==> src/rtl/aegnn_pkg.sv <==
// Shared pixel-index types and downsampling-radius tables for the neighbor streaming blocks.
package aegnn;

    localparam int TOT_PIXEL       = 1024;
    localparam int MAX_DS_RANGE    = 25;
    localparam int PIXEL_W         = $clog2(TOT_PIXEL);
    localparam int PIXEL_IDX_WIDTH = $clog2(TOT_PIXEL) + 2;

    typedef logic signed [PIXEL_IDX_WIDTH-1:0] pixel_idx_t;
    typedef logic [4:0]                        ds_slot_t;

    // Number of leading slots that lie within L1 radius 0..3.
    localparam int DS_RADIUS_SLOTS [4] = '{1, 5, 13, 25};

    typedef enum logic [1:0] {StIdle, StScan, StDone} state_t;

endpackage

==> src/rtl/neighbor_pixel_stream_first_set_idx.sv <==
// Combinational priority encoder: index of the lowest set bit of vec.
module first_set_idx
    import aegnn::*;
#(
    parameter int unsigned WIDTH = MAX_DS_RANGE
) (
    input  logic [WIDTH-1:0] vec,
    output ds_slot_t         idx,
    output logic             any
);

    always_comb begin
        idx = '0;
        any = 1'b0;
        for (int i = WIDTH - 1; i >= 0; i--) begin
            if (vec[i]) begin
                idx = ds_slot_t'(i);
                any = 1'b1;
            end
        end
    end

endmodule

==> src/rtl/neighbor_pixel_stream.sv <==
// Streams the legal pixels of a neighbor list one beat per handshake.
// Optional build macro NEIGHBOR_SKIP_SELF_EN suppresses the center slot 0.
module neighbor_pixel_stream
    import aegnn::*;
#(
    parameter int unsigned NB_SLOTS = MAX_DS_RANGE
) (
    input  logic               clk,
    input  logic               rst,
    input  logic               in_valid,
    output logic               in_ready,
    input  pixel_idx_t         neighbor_pixels [NB_SLOTS],
    input  logic [1:0]         radius,
    output logic               out_valid,
    input  logic               out_ready,
    output logic [PIXEL_W-1:0] out_pixel,
    output ds_slot_t           out_slot,
    output logic               out_last,
    output logic               done
);

    state_t              state;
    logic [NB_SLOTS-1:0] mask, mask_new, mask_nxt;
    pixel_idx_t          list_q [NB_SLOTS];
    pixel_idx_t          sel_src;
    ds_slot_t            sel_idx;
    logic                sel_any, sel_last;
    logic                capture, fire;

    assign capture = in_valid && in_ready;
    assign fire    = out_valid && out_ready;

    // Legality is checked on the signed entry before the sign bit is dropped.
    always_comb begin
        mask_new = '0;
        for (int i = 0; i < int'(NB_SLOTS); i++) begin
            mask_new[i] = (neighbor_pixels[i] >= 0) && (int'(neighbor_pixels[i]) < TOT_PIXEL) &&
                          (i < DS_RADIUS_SLOTS[radius]);
        end
`ifdef NEIGHBOR_SKIP_SELF_EN
        mask_new[0] = 1'b0;
`endif
    end

    always_comb begin
        mask_nxt = mask;
        if (capture) begin
            mask_nxt = mask_new;
        end else if (fire) begin
            mask_nxt = mask & ~(NB_SLOTS'(1) << out_slot);
        end
    end

    first_set_idx #(
        .WIDTH (NB_SLOTS)
    ) u_first_set_idx (
        .vec (mask_nxt),
        .idx (sel_idx),
        .any (sel_any)
    );

    // Outputs are registered from next-cycle mask, so the captured list is read directly.
    assign sel_src  = capture ? neighbor_pixels[sel_idx] : list_q[sel_idx];
    assign sel_last = sel_any && ((mask_nxt & (mask_nxt - NB_SLOTS'(1))) == '0);

    always_ff @(posedge clk) begin
        if (capture) begin
            list_q <= neighbor_pixels;
        end
    end

    always_ff @(posedge clk) begin
        if (rst) begin
            state     <= StIdle;
            mask      <= '0;
            in_ready  <= 1'b0;
            out_valid <= 1'b0;
            out_pixel <= '0;
            out_slot  <= '0;
            out_last  <= 1'b0;
            done      <= 1'b0;
        end else begin
            mask      <= mask_nxt;
            out_pixel <= sel_any ? sel_src[PIXEL_W-1:0] : '0;
            out_slot  <= sel_any ? sel_idx : '0;
            out_last  <= sel_last;
            done      <= 1'b0;
            in_ready  <= 1'b0;
            case (state)
                StIdle: begin
                    if (capture) begin
                        state     <= sel_any ? StScan : StDone;
                        out_valid <= sel_any;
                        done      <= !sel_any;
                    end else begin
                        in_ready <= 1'b1;
                    end
                end
                StScan: begin
                    if (fire && out_last) begin
                        state     <= StDone;
                        out_valid <= 1'b0;
                        done      <= 1'b1;
                    end
                end
                StDone: begin
                    state    <= StIdle;
                    in_ready <= 1'b1;
                end
                default: begin
                    state     <= StIdle;
                    out_valid <= 1'b0;
                end
            endcase
        end
    end

endmodule

==> config.mk <==
export PLATFORM = sky130hd
export DESIGN_NAME = neighbor_pixel_stream
export DESIGN_NICKNAME = d
export VERILOG_FILES = /design/src/rtl/aegnn_pkg.sv /design/src/rtl/neighbor_pixel_stream_first_set_idx.sv /design/src/rtl/neighbor_pixel_stream.sv
export SDC_FILE = /design/constraint.sdc
export NUM_CORES = 1
export LEC_CHECK = 0
export ABC_AREA = 1
export CAP_MARGIN = 25
export CORE_UTILIZATION = 40
export DETAILED_ROUTE_END_ITERATION = 6
export GPL_TIMING_DRIVEN = 0
export PLACE_DENSITY = 0.75
export SYNTH_ARGS = -nofsm -noshare
export SYNTH_HDL_FRONTEND = slang
export SYNTH_SLANG_ARGS = --single-unit
==> constraint.sdc <==
create_clock -name clk -period 11.2 [get_ports clk]
set_input_delay 1.68 -clock clk [delete_from_list [all_inputs] [get_ports clk]]
set_output_delay 1.68 -clock clk [all_outputs]
set_load 0.02 [all_outputs]
==> results of run 1 <==
## path summary, 6_finish.rpt
kind,cells past startpoint,slack [ns],start,endpoint
hold / removal,2,0.49,out_valid,out_valid
setup reg to reg,17,6.47,in_ready,out_pixel[4]
setup / recovery,16,5.15,radius[1],out_pixel[4]
hold reg to reg,2,0.49,out_valid,out_valid
## synthesized netlist by cell type
master / n / share of area (%)
a21oi_2: 1 / 0.052
a21o_1: 1 / 0.045
a21oi_1: 46 / 1.4
inv_2: 22 / 0.49
dfxtp_1: 46 / 5.5
a211oi_1: 1 / 0.045
a32oi_1: 1 / 0.052
a21boi_2: 1 / 0.067
o21ai_0: 30 / 0.89
o22ai_1: 1 / 0.037
o211ai_1: 5 / 0.22
buf_6: 13 / 0.87
inv_1: 341 / 7.6
nand2_1: 437 / 9.7
buf_2: 41 / 1.2
a2111oi_0: 1 / 0.052
nor4_1: 10 / 0.37
nor2_1: 92 / 2.1
buf_4: 7 / 0.31
a21boi_0: 1 / 0.045
o41ai_1: 2 / 0.10
nand2_2: 5 / 0.19
nor2_2: 6 / 0.22
buf_1: 18 / 0.40
or2_0: 1 / 0.037
nand3b_1: 120 / 5.3
nand3_1: 493 / 15
and2_1: 2 / 0.074
nor4b_1: 1 / 0.052
o21a_1: 1 / 0.045
o211a_1: 3 / 0.18
nand3_2: 3 / 0.18
nor3_1: 5 / 0.15
a31oi_2: 3 / 0.22
a31oi_1: 5 / 0.19
nand2_4: 1 / 0.067
nor2_4: 2 / 0.13
a41oi_1: 3 / 0.16
or2_2: 1 / 0.037
edfxtp_1: 250 / 45
clkbuf_1: 60 / 1.3
o31ai_1: 3 / 0.13
clkinv_2: 1 / 0.030
nand4_1: 6 / 0.22
ha_1: 4 / 0.30
## metal layers
metal,share of wire (%),global-route usage (%),vias to the layer above
li1,-,-,7636
met5,0,0,-
met3,9.6,4.841,121
met1,41,37.62,7578
met2,46,46.20,927
met4,3.6,11.17,0
## registers in the layout (all words and copies together), names as in the netlist
| signal | cells |
|---|---|
| out_pixel | 10 |
| state | 2 |
| mask | 25 |
| out_slot | 5 |
| list_q | 250 |
| done | 1 |
| in_ready | 1 |
| out_last | 1 |
| out_valid | 1 |
## cell families (layout without fill, tap and decap cells)
| kind of cell | after synthesis | after routing | synth area share [%] |
|---|---|---|---|
| AND/OR/NAND/NOR | 1185 | 1185 | 33.51 |
| buffers and inverters | 503 | 893 | 12.26 |
| flip-flops | 296 | 296 | 50.03 |
| AO/OA/AOI/OAI | 109 | 109 | 3.900 |
| adder cells (fa/ha/maj) | 4 | 4 | 0.2971 |
| other | 0 | 1 | 0 |
## cells in the final DEF (no fill, tap or decap), types with 4 or more instances in the layout
cell type and count:
nor3_1 5, clkbuf_1 67, clkdlybuf4s50_1 324, nor2_1 92, o21ai_0 30, nand3_1 493, clkinv_1 5, edfxtp_1 250
nand2_2 5, ha_1 4, inv_1 341, buf_4 7, inv_2 22, nand3b_1 120, clkinv_2 9, buf_6 13
nand4_1 6, a21oi_1 46, buf_1 18, clkbuf_16 36, dfxtp_1 46, buf_2 40, nor2_2 6, a31oi_1 5
nand2_1 437, nor4_1 10, o211ai_1 5
## through the flow
step | worst slack (ns) | hold WS (ns)
2_1_floorplan | 5.441 | 0.4894
3_3_place_gp | 3.451 | 0.4834
3_5_place_dp | 4.743 | 0.4814
5_1_grt | 4.905 | 0.5310
6_report | 5.146 | 0.4888
4_1_cts | 5.284 | 0.4929
## worst reg2reg max path: cells and delay by family (launching register included)
family                 cells  cell delay (ns)
AOI/OAI and AO/OA          4             1.65
buffers and inverters      5             1.36
DFF                        1             0.33
and+or+nand+nor            8             1.32
## report_power, final
part	internal [uW]	switching [uW]
combinational	414	814
sequential	1280	25.9
clock	647	468
total	2340	1310
## layout make-up
class                   count  area (sq um)
multi-input cells        1298          6352
diodes                      1         2.502
fillers                  3848         19280
flip-flops and latches    296          8428
repair buffers            326          3298
clock buffers              45         945.9
plain buffers             139         706.9
inverters                 364          1368
clock inverters            19         158.9
well taps                 532         665.6
==> key figures, run 1 <==
STA
  – RSZ-0062 raised after global routing: no
  – Worst slew pin tran: 1.050 ns
  – Final period utilization: 54.06%
  – Clock skew: 0.02399 ns
  – Final hold vios: 0
  – Slew Viols, Final: 0
  – Final setup vio count: 0
  – Setup TNS Final: 0 ns
  – Slew headroom: between 20% and 30%
  – Peak Freq: 165.2 MHz
  – Final min period: just over 6 ns

Finish
  – Design Area, Final: 21930 sq um
  – Final cell utilization of the core: 53.22%
  – Share of post-route cells with drive strength above 1: 6.474%
  – Final Net Count: 2770
  – Layout Cells excl Fill: 3020
  – Synth-to-Final Area Change: 30.16%

Worst setup path
  – Crit path max fanout: 10
  – Delay-heaviest family, CP: compound AO/OA/AOI/OAI gates
  – Startpoint Class: input port
  – Worst path slowest cell: a21oi_1
  – Most common cell on crit path: nand3_1
  – Critical path buffers and inverters: 4
  – Max incr delay on CP: 0.85 ns
  – Critical path class: in2reg
  – Cells along the critical path: clkdlybuf4s50_1 > ha_1 > buf_2 > or2_2 > a32oi_1 > nand2_1 > nor2_1 > o211ai_1 > a21oi_1 > inv_1 > clkbuf_1 > nand3_1 > nand3_1 > nand2_1 > nand3_1 > a21oi_1
  – Worst endpoint required time: 11.65 ns
  – CP Capture Type: flop
  – Critical path arrival: 6.50 ns

Detailed routing
  – Drt wl/cell: between 20 and 25 um
  – DR vias: around 16000
  – Antenna-violating nets left: 0
  – Final WL: 61.72 mm
  – DRC Markers: 0
  – DR iter-0 viols: 1877
  – 1st-pass router iterations: 6
  – Average vias per placed instance: 5.385

Floorplanning
  – Initial Util: between 40 and 50%
  – Rows: 74
  – Core box area: 41200 sq um
  – Overall die width: 207.2 um
  – Die span in y: 207.2 um
  – Io pins: approximately 330
  – Die Area: 42940 sq um

Global route
  – Total gr overflow: 0
  – Antenna violations before repair: 1
  – First-pass GRT wire length: 91.97 mm
  – Tot GR Track Use: around 28%
  – Vias in the first global route: 15650
  – Largest net degree at the start of global routing: 125

Clock tree
  – Post-CTS sizing: 0
  – Reg clk slew, reported paths: 0.06 ns
  – Worst-Skew Late Latency: between 0.5 and 0.6 ns
  – Hold_buf cts: 0
  – H-tree levels: 2
  – CTS sink cnt: 296
  – CTS Buffer Depth: 3
  – Number of setup buffers added after CTS: 0
  – Clock Tree Root: clkbuf_16
  – TritonCTS clock tree: built
  – CTS Buf Count: 35

Placement
  – Placed cell areas: between 20000 and 25000 sq um
  – Placed Cells: 2955
  – Gp weighted congestion: 0.9501
  – I/O Buffers: 324
  – Dpl hpwl: 46.21 mm

Synth
  – Post-Syn Area: about 17000 sq um
  – Avg Cell Area, Syn: 8.033 sq um
  – Syn_nets: around 2400
  – Yosys warnings: 0
  – Synth Instances: 2097
  – Yosys reg bits: around 300
  – Seq/Total Area, Yosys: between 50% and 60%
  – Distinct cells, synth: between 40 and 50

Worst hold path
  – HP Class: reg2reg

Power and ir drop
  – Worst vdd ir: 86.41 uV
  – Overall power: 3647 uW
  – Lkg Pwr: 0.009696 uW
  – Pwr Density: 166.3 nW/um^2

Status
  – Status: finished clean

Run
  – Max Cap Violations: 0
Note: power is estimated with default switching activity, not from simulation.
==> run 2: changes to the inputs <==
- PLACE_DENSITY: 0.75 -> 0.78
- clock period: 11.2 -> 4.87 ns (I/O delays scaled with it)
==> key figures, run 2 (same netlist as run 1, synthesis figures left out) <==
Status
  – Status: finished clean

Worst setup path
  – Worst endpoint required time: 5.26 ns (-6.39 ns)
  – Crit path max fanout: 10 (unchanged)
  – Critical path buffers and inverters: 7 (+3)
  – Cells along the critical path: clkdlybuf4s50_1 > nand2_2 > inv_2 > buf_4 > buf_2 > nor2_1 > a32oi_1 > nand2_1 > nor2_1 > inv_1 > nor2_1 > nand2_1 > a21oi_1 > inv_1 > clkbuf_1 > nand2_1 > nor2_1 > nand2_1 > nand3_1 > a21oi_1
  – Critical path class: in2reg
  – RR Endpoint: out_pixel[1]
  – Startpoint Class: input port
  – Max incr delay on CP: 0.47 ns (-0.38 ns)
  – Worst path slowest cell: clkdlybuf4s50_1
  – Reg-to-reg startpoint: out_slot[3]
  – FF-to-FF path depth: 19 (+2)
  – Delay-heaviest family, CP: buffers and inverters
  – CP Capture Type: flop
  – R2r setup slk: 0.55 ns (-5.92 ns)
  – Critical path arrival: 4.99 ns (-1.51 ns)

STA
  – Worst slew pin tran: 0.7521 ns (-0.2980 ns)
  – Slew headroom: 49.86% (+20 points)
  – Final min period: 4.597 ns
  – Final period utilization: 94.39%
  – Worst setup margin: 0.2733 ns (-4.872 ns)
  – Peak Freq: 217.5 MHz
  – Clock skew: 0.01875 ns (-0.005245 ns)
  – Final hold vios: 0 (unchanged)
  – Slew Viols, Final: 0 (unchanged)
  – RSZ-0062 raised after global routing: yes
  – Final setup vio count: 0 (unchanged)

Placement
  – Dpl hpwl: 46.70 mm (+1.1%)
  – Gp weighted congestion: 0.9385 (-1.2%)
  – I/O Buffers: 324 (unchanged)
  – Placed Cells: 2955 (unchanged)
  – DP Worst Slack: -0.6712 ns (-5.414 ns)

Detailed routing
  – DR iter-0 viols: 1927 (+2.7%)
  – DR vias: 16290 (+0.15%)
  – Average vias per placed instance: 5.398 (+0.25%)
  – Antenna-violating nets left: 0 (unchanged)
  – Final WL: 61.87 mm (+0.24%)
  – DRC Markers: 0 (unchanged)
  – Drt wl/cell: 20.51 um (+0.34%)
  – 1st-pass router iterations: 7 (+1)

Power and ir drop
  – Lkg Pwr: 0.009756 uW (+0.62%)
  – Worst vdd ir: 243.4 uV (+180%)
  – Internal power: 5463 uW (+130%)
  – Net Sw Frac: 35.29% (-0.56 points)
  – Combinational power share: 33.7% (about the same)
  – Net Switching: 2979 uW (+130%)
  – Pwr Density: 383.9 nW/um^2 (+130%)
  – Clock power frac: 30.8% (+0.2 points)
  – Reg power frac: 35.5% (-0.3 points)

Clock tree
  – Hold_buf cts: 0 (unchanged)
  – CTS Buffer Depth: 3 (unchanged)
  – TritonCTS clock tree: built
  – Reg clk slew, reported paths: 0.06 ns (about the same)
  – Clock Tree Root: clkbuf_16
  – Worst-Skew Late Latency: 0.53 ns (about the same)
  – H-tree levels: 2 (unchanged)
  – CTS sink cnt: 296 (unchanged)
  – CTS Buf Count: 34 (-2.9%)

Global route
  – Tot GR Track Use: 28.19% (-0.16 points)
  – First-pass GRT wire length: 91.56 mm (-0.44%)
  – Antenna violations before repair: 2 (+1)
  – Total gr overflow: 0 (unchanged)
  – Vias in the first global route: 15450 (-1.3%)
  – Largest net degree at the start of global routing: 121 (-3.2%)

Finish
  – Layout Cells excl Fill: 3017 (-0.099%)
  – Final Net Count: 2769 (-0.036%)
  – Regs by FF count: list_q x250, mask x25, out_pixel x10
  – Share of post-route cells with drive strength above 1: 7.005% (+0.53 points)
  – Synth-to-Final Area Change: 30.56%
  – Max reg flops: 250 (unchanged)
  – Most frequent cells in the layout: 493 x nand3_1, 437 x nand2_1, 341 x inv_1
  – Largest register by flop count: list_q
  – Most common cell after layout, fill and taps aside: nand3_1

Worst hold path
  – HP Class: reg2reg
  – Hold path start: out_valid
  – Worst Hold Path Cells: 2 (unchanged)
  – Hold Path End: out_valid

Floorplanning
  – Io pins: 325 (unchanged)
  – Die span in y: 207.2 um (unchanged)
  – Core box area: 41200 sq um (unchanged)
  – Overall die width: 207.2 um (unchanged)
  – Die Area: 42940 sq um (unchanged)
  – Initial Util: 40.88% (unchanged)
  – Rows: 74 (unchanged)

Run
  – Max Cap Violations: 0 (unchanged)
run 2: cell count changes in the layout (fill, tap and decap cells not counted), moves of 2 or more:
cell / delta
clkbuf_2: +15
clkbuf_8: +3
clkinv_2: -6
clkbuf_16: +3
clkinvlp_4: -2
a21oi_1: -2
buf_1: -6
clkbuf_1: -7
run 2: power by group through the flow:
| stage | Combinational, uW | Clock (uW) | Sequential (uW) |
|---|---|---|---|
| CTS | 2770 | 2630 | 3000 |
| finish | 2840 | 2600 | 3000 |
| detailed placement | 2760 | 0 | 3050 |
| global placement | 2710 | 0 | 3070 |
| global route | 3050 | 2720 | 3010 |
| floorplan | 1560 | 0 | 3080 |
run 2: worst reg2reg max path, stage by stage (launching register included):
cell	delay, ns
dfxtp_1	0.36
buf_4	0.20
inv_2	0.08
nor4_1	0.49
a21oi_1	0.16
a31oi_2	0.35
nand2_1	0.16
o21ai_0	0.18
nand2_1	0.06
nand2_1	0.06
nand2_1	0.22
inv_1	0.19
buf_2	0.34
buf_1	0.41
nand3_1	0.20
a21oi_1	0.16
nor2_1	0.10
nand2_1	0.07
nand3_1	0.07
a21oi_1	0.32
run 2: what timing repair did:
action,in CTS,in global routing
setup buffers,0,0
endpoints found under the setup margin,2,14
hold endpoints to repair,0,0
resized for setup,1,30
run 2: cell type report:
type	count	area [sq um]
antenna	1	2.502
fill	3731	19210
inverter	364	1368
clock buffer	53	1069
tap	532	665.6
clock inverter	8	58.81
multi-input combinational	1298	6374
sequential	296	8428
buffer	139	729.5
timing repair buffer	326	3298
run 2: layer usage:
layer / vias to the layer above / wire length (um) / track usage [%]
met1: 7637 / 25680 / 38.18
li1: 7636 / - / -
met2: 886 / 28300 / 45.58
met4: 2 / 2094 / 9.907
met5: - / 12 / 0
met3: 125 / 5787 / 4.766
run 2: how the worst max path moves through the flow:
stage                     startpoint           end  slack, ns  cells after the start
after floorplan             in_valid     out_valid       0.06                      7
after global placement      in_valid  out_pixel[1]      -2.08                      8
after detailed placement   radius[1]  out_pixel[2]      -0.67                     17
after CTS                  radius[1]  out_pixel[2]       0.06                     20
after global routing       radius[1]  out_pixel[2]     -0.008                     35
final                       in_valid  out_pixel[1]       0.27                     20
run 2: per-stage QoR:
stage / hold WS [ns] / util (%) / TNS, ns / total power [uW] / cell area, sq um
after floorplan: 0.4894 / - / 0 / 4644 / 16840
after global placement: 0.4780 / 50.37 / -467.94 / 5778 / 20750
after detailed placement: 0.4806 / 50.53 / -5.443 / 5806 / 20820
after CTS: 0.4864 / 53.27 / 0 / 8399 / 21950
after global routing: 0.5241 / 53.37 / -0.007639 / 8780 / 21990
final: 0.4858 / 53.38 / 0 / 8443 / 21990
==> run 3: changes to the inputs <==
- CORE_UTILIZATION: 40 -> 57
- PLACE_DENSITY: 0.78 -> 0.95
- RECOVER_POWER: default -> 100
- clock period: 4.87 -> 5.5 ns (I/O delays scaled with it)
==> key figures, run 3 (same netlist as run 1, synthesis figures left out) <==
Worst setup path
  – Critical path class: in2reg
  – Most common cell on crit path: nand3_1
  – Startpoint Class: input port
  – CP Capture Type: flop
  – Max incr delay on CP: 0.83 ns (+0.36 ns)
  – Worst path slowest cell: a21oi_1
  – Crit path max fanout: 10 (unchanged)
  – Worst endpoint required time: 5.94 ns (+0.68 ns)
  – Critical path arrival: 5.69 ns (+0.70 ns)
  – Cells along the critical path: dlygate4sd3_1 > ha_1 > buf_2 > nor2_1 > inv_1 > a31oi_1 > nand2_1 > nor2_1 > o211ai_1 > a21oi_1 > inv_1 > clkbuf_1 > nand3_1 > nand3_1 > nand2_1 > nand3_1 > a21oi_1

STA
  – Worst setup margin: 0.2507 ns (-0.02268 ns)
  – Hold Slack: 0.4810 ns (-0.004839 ns)
  – Clock skew: 0.01272 ns (-0.006027 ns)
  – Final hold vios: 0 (unchanged)
  – Final min period: 5.249 ns
  – RSZ-0062 raised after global routing: no
  – Worst slew pin tran: 1.835 ns (+1.083 ns)
  – Slew Viols, Final: 134 (+134)
  – Slew headroom: -22.32% (-72 points)
  – Peak Freq: 190.5 MHz
  – Final setup vio count: 0 (unchanged)
  – Final period utilization: 95.44%

Finish
  – Area occupied by multi-input gates: 6337 sq um (-0.57%)
  – Max reg flops: 250 (unchanged)
  – Design Area, Final: 21670 sq um (-1.5%)
  – Regs by FF count: list_q x250, mask x25, out_pixel x10
  – Sequential Area: 8428 sq um (unchanged)
  – Most common cell after layout, fill and taps aside: nand3_1
  – Synth-to-Final Area Change: 28.66%
  – Share of post-route cells with drive strength above 1: 6.001% (-1.0 points)
  – Filler cells: 2150 (-42%)
  – Most frequent cells in the layout: 493 x nand3_1, 438 x nand2_1, 343 x inv_1
  – Final Net Count: 2768 (-0.036%)
  – Largest register by flop count: list_q

Power and ir drop
  – Combinational power share: 33.3% (-0.4 points)
  – Internal power: 4754 uW (-13%)
  – Net Sw Frac: 35.84% (+0.55 points)
  – Net Switching: 2655 uW (-11%)
  – Worst vdd ir: 245.0 uV (+0.69%)
  – Pwr Density: 341.8 nW/um^2 (-11%)
  – Clock power frac: 30.8% (about the same)
  – Reg power frac: 35.9% (+0.4 points)
  – Overall power: 7409 uW (-12%)
  – Lkg Pwr: 0.009793 uW (+0.37%)

Global route
  – Largest net degree at the start of global routing: 134 (+11%)
  – Tot GR Track Use: 38.94% (+11 points)
  – Antenna violations before repair: 4 (+2)
  – First-pass GRT wire length: 89.25 mm (-2.5%)
  – Vias in the first global route: 15830 (+2.5%)
  – Total gr overflow: 0 (unchanged)

Clock tree
  – TritonCTS clock tree: built
  – Clock Tree Root: clkbuf_16
  – Number of setup buffers added after CTS: 0 (unchanged)
  – Worst-Skew Late Latency: 0.52 ns (about the same)
  – CTS sink cnt: 296 (unchanged)
  – Hold_buf cts: 0 (unchanged)
  – CTS Buf Count: 34 (unchanged)
  – Reg clk slew, reported paths: 0.06 ns (about the same)
  – CTS Buffer Depth: 3 (unchanged)
  – H-tree levels: 2 (unchanged)
  – Post-CTS sizing: 0 (-1)

Status
  – Status: finished, violations left
  – Failing checks: max-capacitance violations, max-slew violations

Detailed routing
  – Antenna-violating nets left: 0 (unchanged)
  – Average vias per placed instance: 5.851 (+8.4%)
  – DRC Markers: 0 (unchanged)
  – DR iter-0 viols: 2625 (+36%)
  – DR vias: 16800 (+3.2%)
  – Final WL: 59.83 mm (-3.3%)
  – Drt wl/cell: 20.83 um (+1.6%)
  – 1st-pass router iterations: 6 (-1)

Run
  – Max Cap Violations: 1 (+1)

Floorplanning
  – Die span in y: 173.9 um (-16%)
  – Overall die width: 173.9 um (-16%)
  – Rows: 62 (-16%)
  – Core box area: 28860 sq um (-30%)
  – Die Area: 30240 sq um (-30%)
  – Initial Util: 58.37% (+17 points)
  – Io pins: 325 (unchanged)

Placement
  – DP Worst Slack: 0.09474 ns (+0.7659 ns)
  – Placed cell areas: 20610 sq um (-1.0%)
  – I/O Buffers: 324 (unchanged)
  – Dpl hpwl: 44.28 mm (-5.2%)
  – Gp weighted congestion: 0.9739 (+3.8%)

Worst hold path
  – HP Class: reg2reg
run 3: metrics by stage:
stage                     std cells  utilization [%]  TNS (ns)
after floorplan                2097                -         0
after global placement         2805            71.28   -290.86
after detailed placement       2806            71.41         0
after CTS                      2867            75.20         0
after global routing           2870            75.09         0
final                          2872            75.10         0
run 3: worst max-delay path: cells and delay by family:
kind / cells / cell delay (ns)
adders and majority gates: 1 / 0.20
AOI/OAI and AO/OA: 4 / 1.68
and+or+nand+nor: 7 / 1.38
buffers and inverters: 5 / 1.61
run 3: power groups by stage:
stage | clock [uW] | combinational (uW) | sequential [uW]
2_1_floorplan | 0 | 1380 | 2730
3_5_place_dp | 0 | 2410 | 2700
4_1_cts | 2260 | 2430 | 2660
3_3_place_gp | 0 | 2360 | 2720
6_report | 2280 | 2470 | 2660
5_1_grt | 2350 | 2620 | 2670
run 3: final timing paths:
| kind | slack (ns) | startpoint | to | depth (start not counted) |
|---|---|---|---|---|
| max | 0.25 | radius[1] | out_pixel[1] | 17 |
| min | 0.48 | out_valid | out_valid | 2 |
| max reg2reg | 0.80 | out_slot[0] | out_pixel[1] | 15 |
| min reg2reg | 0.48 | out_valid | out_valid | 2 |
run 3: layer usage:
metal | wire length, um | global-route usage, %
met1 | 22200 | 52.14
met4 | 2619 | 17.18
met2 | 27530 | 62.02
met5 | 0 | 0
met3 | 7473 | 7.174
run 3: layout make-up:
cell class | instances | share of cell area (%)
well taps | 384 | 2.217
plain buffers | 139 | 3.244
clock inverters | 18 | 0.8660
repair buffers | 325 | 15.00
multi-input cells | 1298 | 29.24
diodes | 5 | 0.05773
clock buffers | 43 | 4.180
flip-flops and latches | 296 | 38.89
inverters | 364 | 6.310
